`src/rtl/lcd_frame_ctrl_pkg.sv`:
```
// Shared constants for the LCD frame sequencer: LCD command/ASCII codes,
// sequencer state encoding and write-engine phase encoding.
package lcd_pkg;

    localparam logic [7:0] SET_DDRAM   = 8'h80;
    localparam logic [7:0] ASCII_ZERO  = 8'h30;
    localparam logic [7:0] ASCII_ERROR = 8'h3A;

    localparam logic [2:0] ST_IDLE = 3'd0;
    localparam logic [2:0] ST_CMD  = 3'd1;
    localparam logic [2:0] ST_LOAD = 3'd2;
    localparam logic [2:0] ST_CHAR = 3'd3;
    localparam logic [2:0] ST_DONE = 3'd4;

    localparam logic [1:0] PH_IDLE  = 2'd0;
    localparam logic [1:0] PH_SETUP = 2'd1;
    localparam logic [1:0] PH_EN    = 2'd2;
    localparam logic [1:0] PH_HOLD  = 2'd3;

    function automatic int max2(input int a, input int b);
        return (a > b) ? a : b;
    endfunction

endpackage

```
`src/rtl/lcd_frame_ctrl_if.sv`:
```
// Decoder steering and LCD pin bundle; master is the frame controller side.
interface lcd_frame_ctrl_if;
    logic       refresh;
    logic [7:0] display_char;
    logic       sound_alarm;
    logic       lcd_busy;
    logic [1:0] digit_sel;
    logic       lcd_rs;
    logic       lcd_en;
    logic [7:0] lcd_data;
    logic       frame_done;
    logic       alarm_match;

    modport master (
        input  refresh, display_char, sound_alarm, lcd_busy,
        output digit_sel, lcd_rs, lcd_en, lcd_data, frame_done, alarm_match
    );

    modport slave (
        output refresh, display_char, sound_alarm, lcd_busy,
        input  digit_sel, lcd_rs, lcd_en, lcd_data, frame_done, alarm_match
    );
endinterface

```
`src/rtl/lcd_frame_ctrl_write_engine.sv`:
```
// One LCD bus write: SETUP / EN / HOLD timing on a down-counter, busy wait
// in the first setup cycle, start/done pulse handshake with the sequencer.
module lcd_write_engine
    import lcd_pkg::*;
#(
    parameter int SETUP_CYCLES = 2,
    parameter int EN_CYCLES    = 4
) (
    input  logic clock,
    input  logic reset,
    input  logic start,
    input  logic busy,
    output logic lcd_en,
    output logic done
);

    localparam int CNT_W = $clog2(max2(SETUP_CYCLES, EN_CYCLES) + 1);
    localparam logic [CNT_W-1:0] SETUP_LOAD = CNT_W'(SETUP_CYCLES - 1);
    localparam logic [CNT_W-1:0] EN_LOAD    = CNT_W'(EN_CYCLES - 1);

    logic [1:0]       phase_q, phase_d;
    logic [CNT_W-1:0] cnt_q, cnt_d;
    logic             lcd_en_q, lcd_en_d;

    always_comb begin
        phase_d = phase_q;
        cnt_d   = cnt_q;
        done    = 1'b0;
        case (phase_q)
            PH_IDLE: begin
                if (start) begin
                    phase_d = PH_SETUP;
                    cnt_d   = SETUP_LOAD;
                end
            end
            PH_SETUP: begin
                // the counter only sits at SETUP_LOAD in the first setup cycle
                if (!(busy && cnt_q == SETUP_LOAD)) begin
                    if (cnt_q == '0) begin
                        phase_d = PH_EN;
                        cnt_d   = EN_LOAD;
                    end else begin
                        cnt_d = cnt_q - CNT_W'(1);
                    end
                end
            end
            PH_EN: begin
                if (cnt_q == '0) phase_d = PH_HOLD;
                else             cnt_d   = cnt_q - CNT_W'(1);
            end
            PH_HOLD: begin
                done    = 1'b1;
                phase_d = PH_IDLE;
            end
            default: phase_d = PH_IDLE;
        endcase
        lcd_en_d = (phase_d == PH_EN);
    end

    always_ff @(posedge clock or negedge reset) begin
        if (!reset) begin
            phase_q  <= PH_IDLE;
            cnt_q    <= '0;
            lcd_en_q <= 1'b0;
        end else begin
            phase_q  <= phase_d;
            cnt_q    <= cnt_d;
            lcd_en_q <= lcd_en_d;
        end
    end

    assign lcd_en = lcd_en_q;

endmodule

```
`src/rtl/lcd_frame_ctrl.sv`:
```
// Frame sequencer: steps digit_sel over HH:MM, writes address command plus
// four characters per refresh, and folds per-digit compares into alarm_match.
module lcd_frame_ctrl
    import lcd_pkg::*;
#(
    parameter int         SETUP_CYCLES = 2,
    parameter int         EN_CYCLES    = 4,
    parameter logic [6:0] DDRAM_ADDR   = 7'h00
) (
    input logic              clock,
    input logic              reset,
    lcd_frame_ctrl_if.master bus
);

    localparam logic [7:0] CMD_BYTE = SET_DDRAM | {1'b0, DDRAM_ADDR};

    logic [2:0] state_q, state_d;
    logic [1:0] digit_sel_q, digit_sel_d;
    logic       lcd_rs_q, lcd_rs_d;
    logic [7:0] lcd_data_q, lcd_data_d;
    logic       pending_q, pending_d;
    logic       match_run_q, match_run_d;
    logic       alarm_match_q, alarm_match_d;
    logic       wr_start, wr_done;

    always_comb begin
        state_d       = state_q;
        digit_sel_d   = digit_sel_q;
        lcd_rs_d      = lcd_rs_q;
        lcd_data_d    = lcd_data_q;
        pending_d     = pending_q;
        match_run_d   = match_run_q;
        alarm_match_d = alarm_match_q;
        wr_start      = 1'b0;

        if (bus.refresh && state_q != ST_IDLE) pending_d = 1'b1;

        case (state_q)
            ST_IDLE: begin
                if (bus.refresh) begin
                    state_d    = ST_CMD;
                    wr_start   = 1'b1;
                    lcd_rs_d   = 1'b0;
                    lcd_data_d = CMD_BYTE;
                end
            end
            ST_CMD: begin
                if (wr_done) begin
                    state_d     = ST_LOAD;
                    digit_sel_d = 2'd0;
                end
            end
            ST_LOAD: begin
                lcd_data_d  = bus.display_char;
                lcd_rs_d    = 1'b1;
                match_run_d = match_run_q & bus.sound_alarm;
                wr_start    = 1'b1;
                state_d     = ST_CHAR;
            end
            ST_CHAR: begin
                if (wr_done) begin
                    if (digit_sel_q != 2'd3) begin
                        digit_sel_d = digit_sel_q + 2'd1;
                        state_d     = ST_LOAD;
                    end else begin
                        state_d = ST_DONE;
                    end
                end
            end
            ST_DONE: begin
                alarm_match_d = match_run_q;
                match_run_d   = 1'b1;
                digit_sel_d   = 2'd0;
                // a refresh landing in this very cycle still chains the next frame
                if (pending_q || bus.refresh) begin
                    state_d    = ST_CMD;
                    wr_start   = 1'b1;
                    lcd_rs_d   = 1'b0;
                    lcd_data_d = CMD_BYTE;
                end else begin
                    state_d = ST_IDLE;
                end
            end
            default: state_d = ST_IDLE;
        endcase

        if (state_d == ST_CMD && state_q != ST_CMD) pending_d = 1'b0;
    end

    always_ff @(posedge clock or negedge reset) begin
        if (!reset) begin
            state_q       <= ST_IDLE;
            digit_sel_q   <= 2'd0;
            lcd_rs_q      <= 1'b0;
            lcd_data_q    <= 8'h00;
            pending_q     <= 1'b0;
            match_run_q   <= 1'b1;
            alarm_match_q <= 1'b0;
        end else begin
            state_q       <= state_d;
            digit_sel_q   <= digit_sel_d;
            lcd_rs_q      <= lcd_rs_d;
            lcd_data_q    <= lcd_data_d;
            pending_q     <= pending_d;
            match_run_q   <= match_run_d;
            alarm_match_q <= alarm_match_d;
        end
    end

    lcd_write_engine #(
        .SETUP_CYCLES (SETUP_CYCLES),
        .EN_CYCLES    (EN_CYCLES)
    ) u_write_engine (
        .clock  (clock),
        .reset  (reset),
        .start  (wr_start),
        .busy   (bus.lcd_busy),
        .lcd_en (bus.lcd_en),
        .done   (wr_done)
    );

    assign bus.digit_sel   = digit_sel_q;
    assign bus.lcd_rs      = lcd_rs_q;
    assign bus.lcd_data    = lcd_data_q;
    assign bus.frame_done  = (state_q == ST_DONE);
    assign bus.alarm_match = alarm_match_q;

endmodule

```
`src/flat_wrapper.sv`:
```
// flat-port wrapper written by rule: the top's interface ports become plain ports
module lcd_frame_ctrl_flat import lcd_pkg::*;
#(
    parameter int         SETUP_CYCLES = 2,
    parameter int         EN_CYCLES    = 4,
    parameter logic [6:0] DDRAM_ADDR   = 7'h00
)
  (clock, reset, bus_refresh, bus_display_char, bus_sound_alarm, bus_lcd_busy, bus_digit_sel, bus_lcd_rs, bus_lcd_en, bus_lcd_data, bus_frame_done, bus_alarm_match);
  lcd_frame_ctrl_if bus_i ();
  input logic clock;
  input logic reset;
  input wire logic [$bits(bus_i.refresh)-1:0] bus_refresh;
  input wire logic [$bits(bus_i.display_char)-1:0] bus_display_char;
  input wire logic [$bits(bus_i.sound_alarm)-1:0] bus_sound_alarm;
  input wire logic [$bits(bus_i.lcd_busy)-1:0] bus_lcd_busy;
  output wire logic [$bits(bus_i.digit_sel)-1:0] bus_digit_sel;
  output wire logic [$bits(bus_i.lcd_rs)-1:0] bus_lcd_rs;
  output wire logic [$bits(bus_i.lcd_en)-1:0] bus_lcd_en;
  output wire logic [$bits(bus_i.lcd_data)-1:0] bus_lcd_data;
  output wire logic [$bits(bus_i.frame_done)-1:0] bus_frame_done;
  output wire logic [$bits(bus_i.alarm_match)-1:0] bus_alarm_match;
  assign bus_i.refresh = bus_refresh;
  assign bus_i.display_char = bus_display_char;
  assign bus_i.sound_alarm = bus_sound_alarm;
  assign bus_i.lcd_busy = bus_lcd_busy;
  assign bus_digit_sel = bus_i.digit_sel;
  assign bus_lcd_rs = bus_i.lcd_rs;
  assign bus_lcd_en = bus_i.lcd_en;
  assign bus_lcd_data = bus_i.lcd_data;
  assign bus_frame_done = bus_i.frame_done;
  assign bus_alarm_match = bus_i.alarm_match;
  lcd_frame_ctrl #(.SETUP_CYCLES(SETUP_CYCLES), .EN_CYCLES(EN_CYCLES), .DDRAM_ADDR(DDRAM_ADDR)) u_core (.clock(clock), .reset(reset), .bus(bus_i));
endmodule
```
`config.mk`:
```
export PLATFORM = sky130hd
export DESIGN_NAME = lcd_frame_ctrl_flat
export DESIGN_NICKNAME = d
export VERILOG_FILES = /design/src/rtl/lcd_frame_ctrl_pkg.sv /design/src/rtl/lcd_frame_ctrl_if.sv /design/src/rtl/lcd_frame_ctrl_write_engine.sv /design/src/rtl/lcd_frame_ctrl.sv /design/src/flat_wrapper.sv
export SDC_FILE = /design/constraint.sdc
export NUM_CORES = 1
export LEC_CHECK = 0
export CAP_MARGIN = 20
export CORE_MARGIN = 2
export CORE_UTILIZATION = 25
export CTS_CLUSTER_SIZE = 40
export DETAILED_ROUTE_END_ITERATION = 16
export PLACE_DENSITY_LB_ADDON = 0.12
export SYNTH_ARGS = -nofsm -noshare
export SYNTH_HDL_FRONTEND = slang
export SYNTH_SLANG_ARGS = --single-unit
```
`constraint.sdc`:
```
create_clock -name clock -period 2.6 [get_ports clock]
set_input_delay 0.26 -clock clock [delete_from_list [all_inputs] [get_ports clock]]
set_output_delay 0.26 -clock clock [all_outputs]
set_load 0.05 [all_outputs]
```
==> flow_summary.json, run 1 <==
{
  "h-tree-depth": 1,
  "ys_ff_latch": 23,
  "grt_antenna_before_repair": 0,
  "worstPathMaxFanout": 9,
  "start_kind": "flop",
  "cp_cell_sequence": "or2b_1 -> nor2_1 -> clkdlybuf4s50_1",
  "r2r_start": "u_core.u_write_engine.cnt_q[0]",
  "avgSynthCellArea_um2": 10.7,
  "diodes": 0,
  "cpPeakStageDelay_ns": 0.83,
  "slowest_stage": "clkdlybuf4s50_1",
  "clkTransAtPathRegs_ns": 0.09,
  "required_ns": 2.34,
  "critPathKind": "reg -> out",
  "r2r_cells": 6,
  "die-area_um2": 5480,
  "finClkSkew_ns": 0.00631,
  "finalCriticalPeriod_ns": 2.25,
  "via_count": 912,
  "crit_path_end_kind": "output pin",
  "drtIter0Drc": 39,
  "cts_hold_buffers": 0,
  "cts_max_path_buffers": 2,
  "grt_pass1_wl_mm": 4.48,
  "remaining_drc_errors": 0,
  "grt_max_degree": 24,
  "place_hpwl_mm": 1.93,
  "cts_buffers": 3,
  "min_path_type": "in -> async",
  "clock-sinks": 23,
  "cts-resized-gates": 0,
  "dr.pass1.iters": 4,
  "viasPerCell": 4.38,
  "drive_above_1_share_pct": 9.22,
  "slew_headroom_pct": 66.3,
  "rsz0062_at_grt": "no",
  "synth_area_um2": 1220,
  "r2r_slack_ns": 0.66,
  "maxCapViolCount": 0,
  "crit_arrival_ns": 1.99,
  "p_total_mw": 1.95,
  "mappedNetlistNets": 137,
  "worst_pin_slew_ns": 0.504,
  "crit_start": "u_core.state_q[2]",
  "synth_area_leaders": "dfrtp_1 45%, ha_1 10%, a22o_1 5.7%",
  "power_leakage_nw": 0.687,
  "powerDensity_nw_per_um2": 1220,
  "io_pins": 27,
  "yosysWarnings": 0,
  "yosys.area.top_type": "dfrtp_1",
  "fp.coreArea_um2": 4720,
  "vdd_drop_max_uv": 304,
  "drt_wl_total_mm": 2.61,
  "grt_overflow": 0,
  "wire_per_inst_um": 12.6,
  "setup_viol_count_final": 0,
  "portBuffers": 26,
  "routabilityCongestion": 0.744,
  "clock_latency_ns": 0.27,
  "cts_tree": "done",
  "yosysSeqAreaShare_pct": 47.1,
  "synth_top_area_share_pct": 44.9,
  "finalCritPeriodShare_pct": 86.7,
  "yosysUniqueCellTypes": 37,
  "post-cts-setup-buffers": 0,
  "r2r-end": "u_core.u_write_engine.cnt_q[1]",
  "outcome": "complete, no violations",
  "crit_path_end": "bus_frame_done",
  "synth_cells": 114,
  "grtUsageTotal_pct": 10.8,
  "final-max-slew-violation-count": 0,
  "initial_core_util_pct": 25.9,
  "setup-tns-final_ns": 0,
  "row_count": 25,
  "hold_viol": 0,
  "clock-root-buffer": "clkbuf_8",
  "grt_pass1_vias": 948,
  "max_freq_mhz": 443,
  "final_antenna_net_count": 0,
  "die_x_um": 74.0,
  "die_h_um": 74.0,
  "syn_to_final_growth_pct": 30.6,
  "nets": 165
}
critical path, delay by kind of cell (launching register included):
kind | cells | cell delay (ns)
buffers and inverters | 1 | 0.83
DFF | 1 | 0.46
and+or+nand+nor | 2 | 0.44
cells by family after synthesis:
family                   count (synthesis)  share of synthesized area, %
AO/OA/AOI/OAI                           34                          20.9
AND/OR/NAND/NOR                         28                          12.3
flip-flops                              23                          47.1
buffers and inverters                   15                          5.52
adder cells (fa/ha/maj)                 10                          10.2
multiplexers                             4                          3.98
how the worst min path moves through the flow:
stage                     cells past startpoint  slack, ns               from                             end
final                                         2       0.35              reset                u_core.pending_q
after global routing                          2       0.37              reset  u_core.u_write_engine.cnt_q[0]
after CTS                                     2       0.35              reset                u_core.pending_q
after detailed placement                      2       0.46  u_core.bus.lcd_rs               u_core.bus.lcd_rs
after global placement                        2       0.46  u_core.bus.lcd_rs               u_core.bus.lcd_rs
after floorplan                               0      -0.04              reset          u_core.bus.alarm_match
report_power, final:
group	total (mW)	switching [mW]	internal (mW)	leakage, nW
Clock	0.225	0.118	0.107	0.0255
Combinational	1.11	0.665	0.449	0.383
Sequential	0.607	0.109	0.499	0.279
Total	1.95	0.892	1.05	0.687
state kept, by name, indices dropped and copies added, names as in the netlist:
signal	count
u_core.bus.alarm_match	1
u_core.u_write_engine.lcd_en	1
u_core.state_q	3
u_core.match_run_q	1
u_core.pending_q	1
u_core.bus.digit_sel	2
u_core.u_write_engine.cnt_q	3
u_core.bus.lcd_data	8
u_core.bus.lcd_rs	1
u_core.u_write_engine.phase_q	2
per-stage QoR:
| stage | std cells | setup slack, ns | util, % | hold WS [ns] | cell area [um2] |
|---|---|---|---|---|---|
| 3_5_place_dp | 204 | 0.645 | 32.9 | 0.463 | 1550 |
| 6_report | 208 | 0.345 | 33.9 | 0.347 | 1600 |
| 5_1_grt | 208 | 0.240 | 33.9 | 0.368 | 1600 |
| 3_3_place_gp | 204 | 0.674 | 32.9 | 0.463 | 1550 |
| 4_1_cts | 208 | 0.344 | 33.9 | 0.354 | 1600 |
| 2_1_floorplan | 114 | 0.648 | - | -0.0356 | 1220 |
routing by layer:
layer,track usage (%),up-vias,share of wire [%]
li1,-,456,-
met1,13.7,433,47
met2,17.1,19,47
met3,1.49,4,3.6
met4,7.07,0,2.3
met5,0,-,0
layout by cell type (no fill, tap or decap), types with 2 or more instances in the layout:
cell             instances
a21oi_1                  5
a22o_1                   8
and2_1                   2
buf_4                    2
clkbuf_8                 3
clkdlybuf4s50_1         26
dfrtp_1                 22
ha_1                    10
inv_1                   10
mux2_2                   3
nand2_1                  7
nand2b_1                 2
nand3b_1                 2
nor2_1                   7
nor3_1                   2
o21ai_0                  7
o22a_1                   2
cell type report:
type                    count  area [um2]
repair buffers             28         275
clock inverters             1        5.00
fillers                   478        3120
inverters                  10        37.5
clock buffers               3        41.3
flip-flops and latches     23         577
well taps                  67        83.8
multi-input cells          76         581
cells in the mapped netlist:
library cell / count
o22a_1: 2
nand3_1: 1
inv_1: 10
a21oi_1: 5
and2_1: 2
a41oi_1: 1
a311oi_2: 1
ha_1: 10
nor4bb_1: 1
a22o_1: 8
and3b_1: 1
a211o_1: 1
nand2b_1: 2
and2_4: 1
mux2_2: 3
nor3b_1: 1
mux2_4: 1
o21ai_0: 7
buf_2: 3
o31a_1: 1
a22oi_1: 1
buf_6: 1
nand3b_1: 2
nor2_1: 7
dfstp_2: 1
a21bo_1: 1
a2111oi_0: 1
o21a_1: 1
or2b_1: 1
a2bb2oi_1: 1
a311oi_1: 1
nor3_1: 2
dfrtp_1: 22
nand2_1: 7
clkbuf_1: 1
a221oi_1: 1
o211ai_1: 1
Power figures use the tool's default switching activity.
==> inputs of run 2 (changes only) <==
--- a/config.mk
+++ b/config.mk
@@ -7,9 +7,11 @@
 export LEC_CHECK = 0
 export CAP_MARGIN = 20
 export CORE_MARGIN = 2
-export CORE_UTILIZATION = 25
+export CORE_UTILIZATION = 53
 export CTS_CLUSTER_SIZE = 40
 export DETAILED_ROUTE_END_ITERATION = 16
+export GPL_TIMING_DRIVEN = 0
+export MAX_ROUTING_LAYER = met4
 export PLACE_DENSITY_LB_ADDON = 0.12
 export SYNTH_ARGS = -nofsm -noshare
 export SYNTH_HDL_FRONTEND = slang
==> flow_summary.json, run 2 (synthesis results as in run 1) <==
{
  "outcome": "complete, no violations",
  "vdd_drop_max_uv": 808,
  "row_count": 17,
  "clock_latency_ns": 0.29,
  "h-tree-depth": 1,
  "layout_common_cells": "26 x clkdlybuf4s50_1, 22 x dfrtp_1, 10 x inv_1, 10 x ha_1, 8 x a22o_1",
  "multi_input_area_um2": 581,
  "worstPathMaxFanout": 9,
  "die_x_um": 52.1,
  "dr.pass1.iters": 4,
  "remaining_drc_errors": 0,
  "nets": 169,
  "largest_reg_flops": 8,
  "clock-sinks": 23,
  "clock-root-buffer": "clkbuf_4",
  "routabilityCongestion": 0.777,
  "required_ns": 2.34,
  "placed_cell_area_um2": 1520,
  "final-max-slew-violation-count": 0,
  "clockPowerShare_pct": 8.2,
  "drt_wl_total_mm": 2.24,
  "grt_max_degree": 24,
  "cpPeakStageDelay_ns": 0.83,
  "finalCritPeriodShare_pct": 88.9,
  "worst_pin_slew_ns": 0.498,
  "drive_above_1_share_pct": 10.3,
  "power_leakage_nw": 0.689,
  "cts_buffers": 3,
  "grt_overflow": 0,
  "p_int_mw": 1.01,
  "cts-resized-gates": 0,
  "setup-tns-final_ns": 0,
  "cts_tree": "done",
  "finalCriticalPeriod_ns": 2.31,
  "wire_per_inst_um": 12.9,
  "final_antenna_net_count": 0,
  "grt_antenna_before_repair": 0,
  "setup_viol_count_final": 0,
  "via_count": 940,
  "cp_cell_sequence": "buf_2 -> or2b_1 -> nor2_1 -> clkdlybuf4s50_1",
  "start_kind": "flop",
  "p_sw_mw": 0.865,
  "regArea_um2": 577,
  "final_common_cell": "clkdlybuf4s50_1",
  "fp.coreArea_um2": 2190,
  "p_total_mw": 1.88,
  "post-cts-setup-buffers": 0,
  "diodes": 0,
  "rsz0062_at_grt": "no",
  "die_h_um": 52.1,
  "grt_pass1_vias": 910,
  "drtIter0Drc": 9,
  "slew_headroom_pct": 66.7,
  "final_core_util_pct": 71.1,
  "finClkSkew_ns": 0.00134,
  "grtUsageTotal_pct": 18.8,
  "die-area_um2": 2710,
  "seqPwrFrac_pct": 31.1,
  "viasPerCell": 5.43,
  "swShare_pct": 46.1,
  "portBuffers": 26,
  "clkTransAtPathRegs_ns": 0.12,
  "critPathKind": "reg -> out",
  "cts_hold_buffers": 0,
  "p_comb_share_pct": 60.7,
  "fillers": 167,
  "max_freq_mhz": 433,
  "place_hpwl_mm": 1.71,
  "initial_core_util_pct": 55.9,
  "cts_max_path_buffers": 2,
  "stdcell_area_um2": 1560,
  "powerDensity_nw_per_um2": 1210,
  "syn_to_final_growth_pct": 27.2,
  "crit_path_end_kind": "output pin",
  "slowest_stage": "clkdlybuf4s50_1",
  "hold_viol": 0,
  "min_path_type": "in -> async",
  "io_pins": 27,
  "crit_arrival_ns": 2.05,
  "maxCapViolCount": 0,
  "grt_pass1_wl_mm": 3.78
}
## run 2: cell count changes in the layout (fill, tap and decap cells not counted), sizes merged
cell / delta
buf: +3
clkbuf: +2
clkinv: -1
## run 2: worst paths after layout
check,startpoint,end,slack (ns),cells after the start
worst min register to register,u_core.bus.lcd_rs,u_core.bus.lcd_rs,0.49,2
min in group clock,u_core.bus.lcd_rs,u_core.bus.lcd_rs,0.49,2
worst max register to register,u_core.u_write_engine.phase_q[0],u_core.u_write_engine.cnt_q[1],0.67,6
worst max-delay path,u_core.state_q[0],bus_frame_done,0.29,4
max in group asynchronous,reset,u_core.match_run_q,1.82,2
worst min-delay path,reset,u_core.bus.alarm_match,0.24,1
## run 2: power by group through the flow
stage | clock (mW) | sequential [mW] | combinational (mW)
after floorplan | 0 | 0.898 | 0.509
after global placement | 0 | 0.584 | 1.12
after detailed placement | 0 | 0.593 | 1.14
after CTS | 0.161 | 0.584 | 1.15
after global routing | 0.177 | 0.603 | 1.24
final | 0.154 | 0.584 | 1.14
## run 2: worst max-delay path, delay by kind of cell, from the launching register on
kind / cells / cell delay (ns)
flip-flops: 1 / 0.37
buffers and inverters: 2 / 0.99
AND/OR/NAND/NOR: 2 / 0.40
## run 2: final cells by class
type	instances	area share [%]
multi-input combinational	76	37.3
buffer	5	1.93
sequential	23	37.0
timing repair buffer	27	17.4
clock buffer	4	1.69
tap	28	2.25
inverter	10	2.41
## run 2: per-layer routing
layer  wire length [um]  vias up  GRT usage (%)
li1                   -      468              -
met1                991      451           21.7
met2               1140       19           34.0
met3                 92        2           2.30
met4                 21        0           5.70
met5                  0        -              -
## run 2: metrics by stage
step	std cells	setup WS, ns	hold slack (ns)
after floorplan	114	0.648	-0.0356
after global placement	168	0.633	0.461
after detailed placement	168	0.625	0.463
after CTS	172	0.282	0.492
after global routing	173	0.169	0.244
final	173	0.289	0.241
==> inputs of run 3 (changes only) <==
--- a/config.mk
+++ b/config.mk
@@ -8,11 +8,12 @@
 export CAP_MARGIN = 20
 export CORE_MARGIN = 2
 export CORE_UTILIZATION = 53
-export CTS_CLUSTER_SIZE = 40
+export CTS_CLUSTER_SIZE = 8
 export DETAILED_ROUTE_END_ITERATION = 16
 export GPL_TIMING_DRIVEN = 0
 export MAX_ROUTING_LAYER = met4
-export PLACE_DENSITY_LB_ADDON = 0.12
+export PLACE_DENSITY_LB_ADDON = 0.1
+export RECOVER_POWER = 25
 export SYNTH_ARGS = -nofsm -noshare
 export SYNTH_HDL_FRONTEND = slang
 export SYNTH_SLANG_ARGS = --single-unit
==> flow_summary.json, run 3 (synthesis results as in run 1) <==
{
  "powerDensity_nw_per_um2": 1220,
  "min_path_type": "in -> async",
  "final_antenna_net_count": 0,
  "portBuffers": 26,
  "clock-sinks": 23,
  "fillers": 160,
  "vdd_drop_max_uv": 787,
  "critPathKind": "reg -> out",
  "grt_max_degree": 24,
  "place_hpwl_mm": 1.78,
  "grt_antenna_before_repair": 0,
  "required_ns": 2.34,
  "worst_pin_slew_ns": 0.896,
  "setup-tns-final_ns": 0,
  "grt_pass1_vias": 894,
  "wire_per_inst_um": 13.5,
  "remaining_drc_errors": 0,
  "cts_max_path_buffers": 2,
  "die_x_um": 52.1,
  "final_core_util_pct": 70.8,
  "max_freq_mhz": 429,
  "final_cells": 173,
  "drtIter0Drc": 11,
  "maxCapViolCount": 0,
  "cts_hold_buffers": 0,
  "outcome": "complete, no violations",
  "h-tree-depth": 1,
  "die_h_um": 52.1,
  "dr.pass1.iters": 4,
  "p_comb_share_pct": 60.7,
  "finalCriticalPeriod_ns": 2.33,
  "post-cts-setup-buffers": 0,
  "viasPerCell": 5.38,
  "clkTransAtPathRegs_ns": 0.13,
  "clock_latency_ns": 0.30,
  "row_count": 17,
  "crit_path_end_kind": "output pin",
  "hold_viol": 0,
  "start_kind": "flop",
  "p_sw_mw": 0.877,
  "syn_to_final_growth_pct": 26.7,
  "worstPathMaxFanout": 9,
  "final_common_cell": "clkdlybuf4s50_1",
  "largest_reg_flops": 8,
  "cts-resized-gates": 0,
  "diodes": 0,
  "finalCritPeriodShare_pct": 89.6,
  "power_leakage_nw": 0.687,
  "setup_viol_count_final": 0,
  "nets": 169,
  "swShare_pct": 46.5,
  "initial_core_util_pct": 55.9,
  "clockPowerShare_pct": 8.5,
  "cts_tree": "done",
  "grtUsageTotal_pct": 19.1,
  "hold-worst-slack_ns": 0.280,
  "p_int_mw": 1.01,
  "grt_pass1_wl_mm": 3.83,
  "finClkSkew_ns": 0.00484,
  "io_pins": 27,
  "final-max-slew-violation-count": 0,
  "layout_common_cells": "25 x clkdlybuf4s50_1, 22 x dfrtp_1, 10 x inv_1, 10 x ha_1, 8 x a22o_1",
  "place_inst": 168,
  "clock-root-buffer": "clkbuf_4",
  "drt_wl_total_mm": 2.34,
  "routabilityCongestion": 0.719,
  "crit_arrival_ns": 2.07,
  "cts_buffers": 3,
  "grt_overflow": 0,
  "fp.coreArea_um2": 2190,
  "slew_headroom_pct": 40.3,
  "seqPwrFrac_pct": 30.8,
  "via_count": 930,
  "die-area_um2": 2710,
  "drive_above_1_share_pct": 10.3,
  "rsz0062_at_grt": "no"
}
[run 3: cell count changes in the layout (fill, tap and decap cells not counted)]
cell / delta
dlygate4sd3_1: +1
buf_6: -1
clkdlybuf4s50_1: -1
clkinv_2: +1
[run 3: layout make-up]
cell class	instances	area (um2)	area share, %
Clock buffer	3	22.5	1.45
Inverter	10	37.5	2.42
Multi-Input combinational cell	76	581	37.4
Buffer	5	30.0	1.94
Clock inverter	1	5.00	0.323
Tap cell	28	35.0	2.26
Timing Repair Buffer	27	264	17.0
Sequential cell	23	577	37.2
[run 3: path summary, 6_finish.rpt]
check                                                 start                             end  slack [ns]  depth (start not counted)
min in group clock                        u_core.bus.lcd_rs               u_core.bus.lcd_rs        0.50                          2
max reg2reg                u_core.u_write_engine.phase_q[0]  u_core.u_write_engine.cnt_q[1]        0.63                          6
max                                       u_core.state_q[0]                  bus_frame_done        0.27                          4
min reg2reg                               u_core.bus.lcd_rs               u_core.bus.lcd_rs        0.50                          2
max in group asynchronous                             reset                u_core.pending_q        1.21                          2
min                                                   reset          u_core.bus.alarm_match        0.28                          1
[run 3: layer usage]
layer / global-route usage, % / vias to the layer above / wire [um]
met5: - / - / 0
met4: 2.63 / 0 / 0
met1: 22.4 / 446 / 1030
li1: - / 468 / -
met2: 34.4 / 16 / 1210
met3: 4.02 / 0 / 99
[run 3: power groups by stage]
stage / Clock, mW / Combinational (mW) / Sequential (mW)
floorplan: 0 / 0.509 / 0.898
global placement: 0 / 1.12 / 0.582
detailed placement: 0 / 1.15 / 0.591
CTS: 0.168 / 1.15 / 0.581
global route: 0.184 / 1.23 / 0.597
finish: 0.160 / 1.14 / 0.581
[run 3: metrics by stage]
stage | worst slack (ns) | area, um2 | total power [mW]
final | 0.269 | 1550 | 1.89
after CTS | 0.260 | 1550 | 1.90
after global routing | 0.184 | 1550 | 2.02
after global placement | 0.633 | 1520 | 1.70
after floorplan | 0.648 | 1220 | 1.41
after detailed placement | 0.622 | 1520 | 1.74
[run 3: critical path, cell delays in order (launching register included)]
cell	delay (ns)
dfrtp_1	0.38
buf_2	0.16
or2b_1	0.25
nor2_1	0.15
clkdlybuf4s50_1	0.83
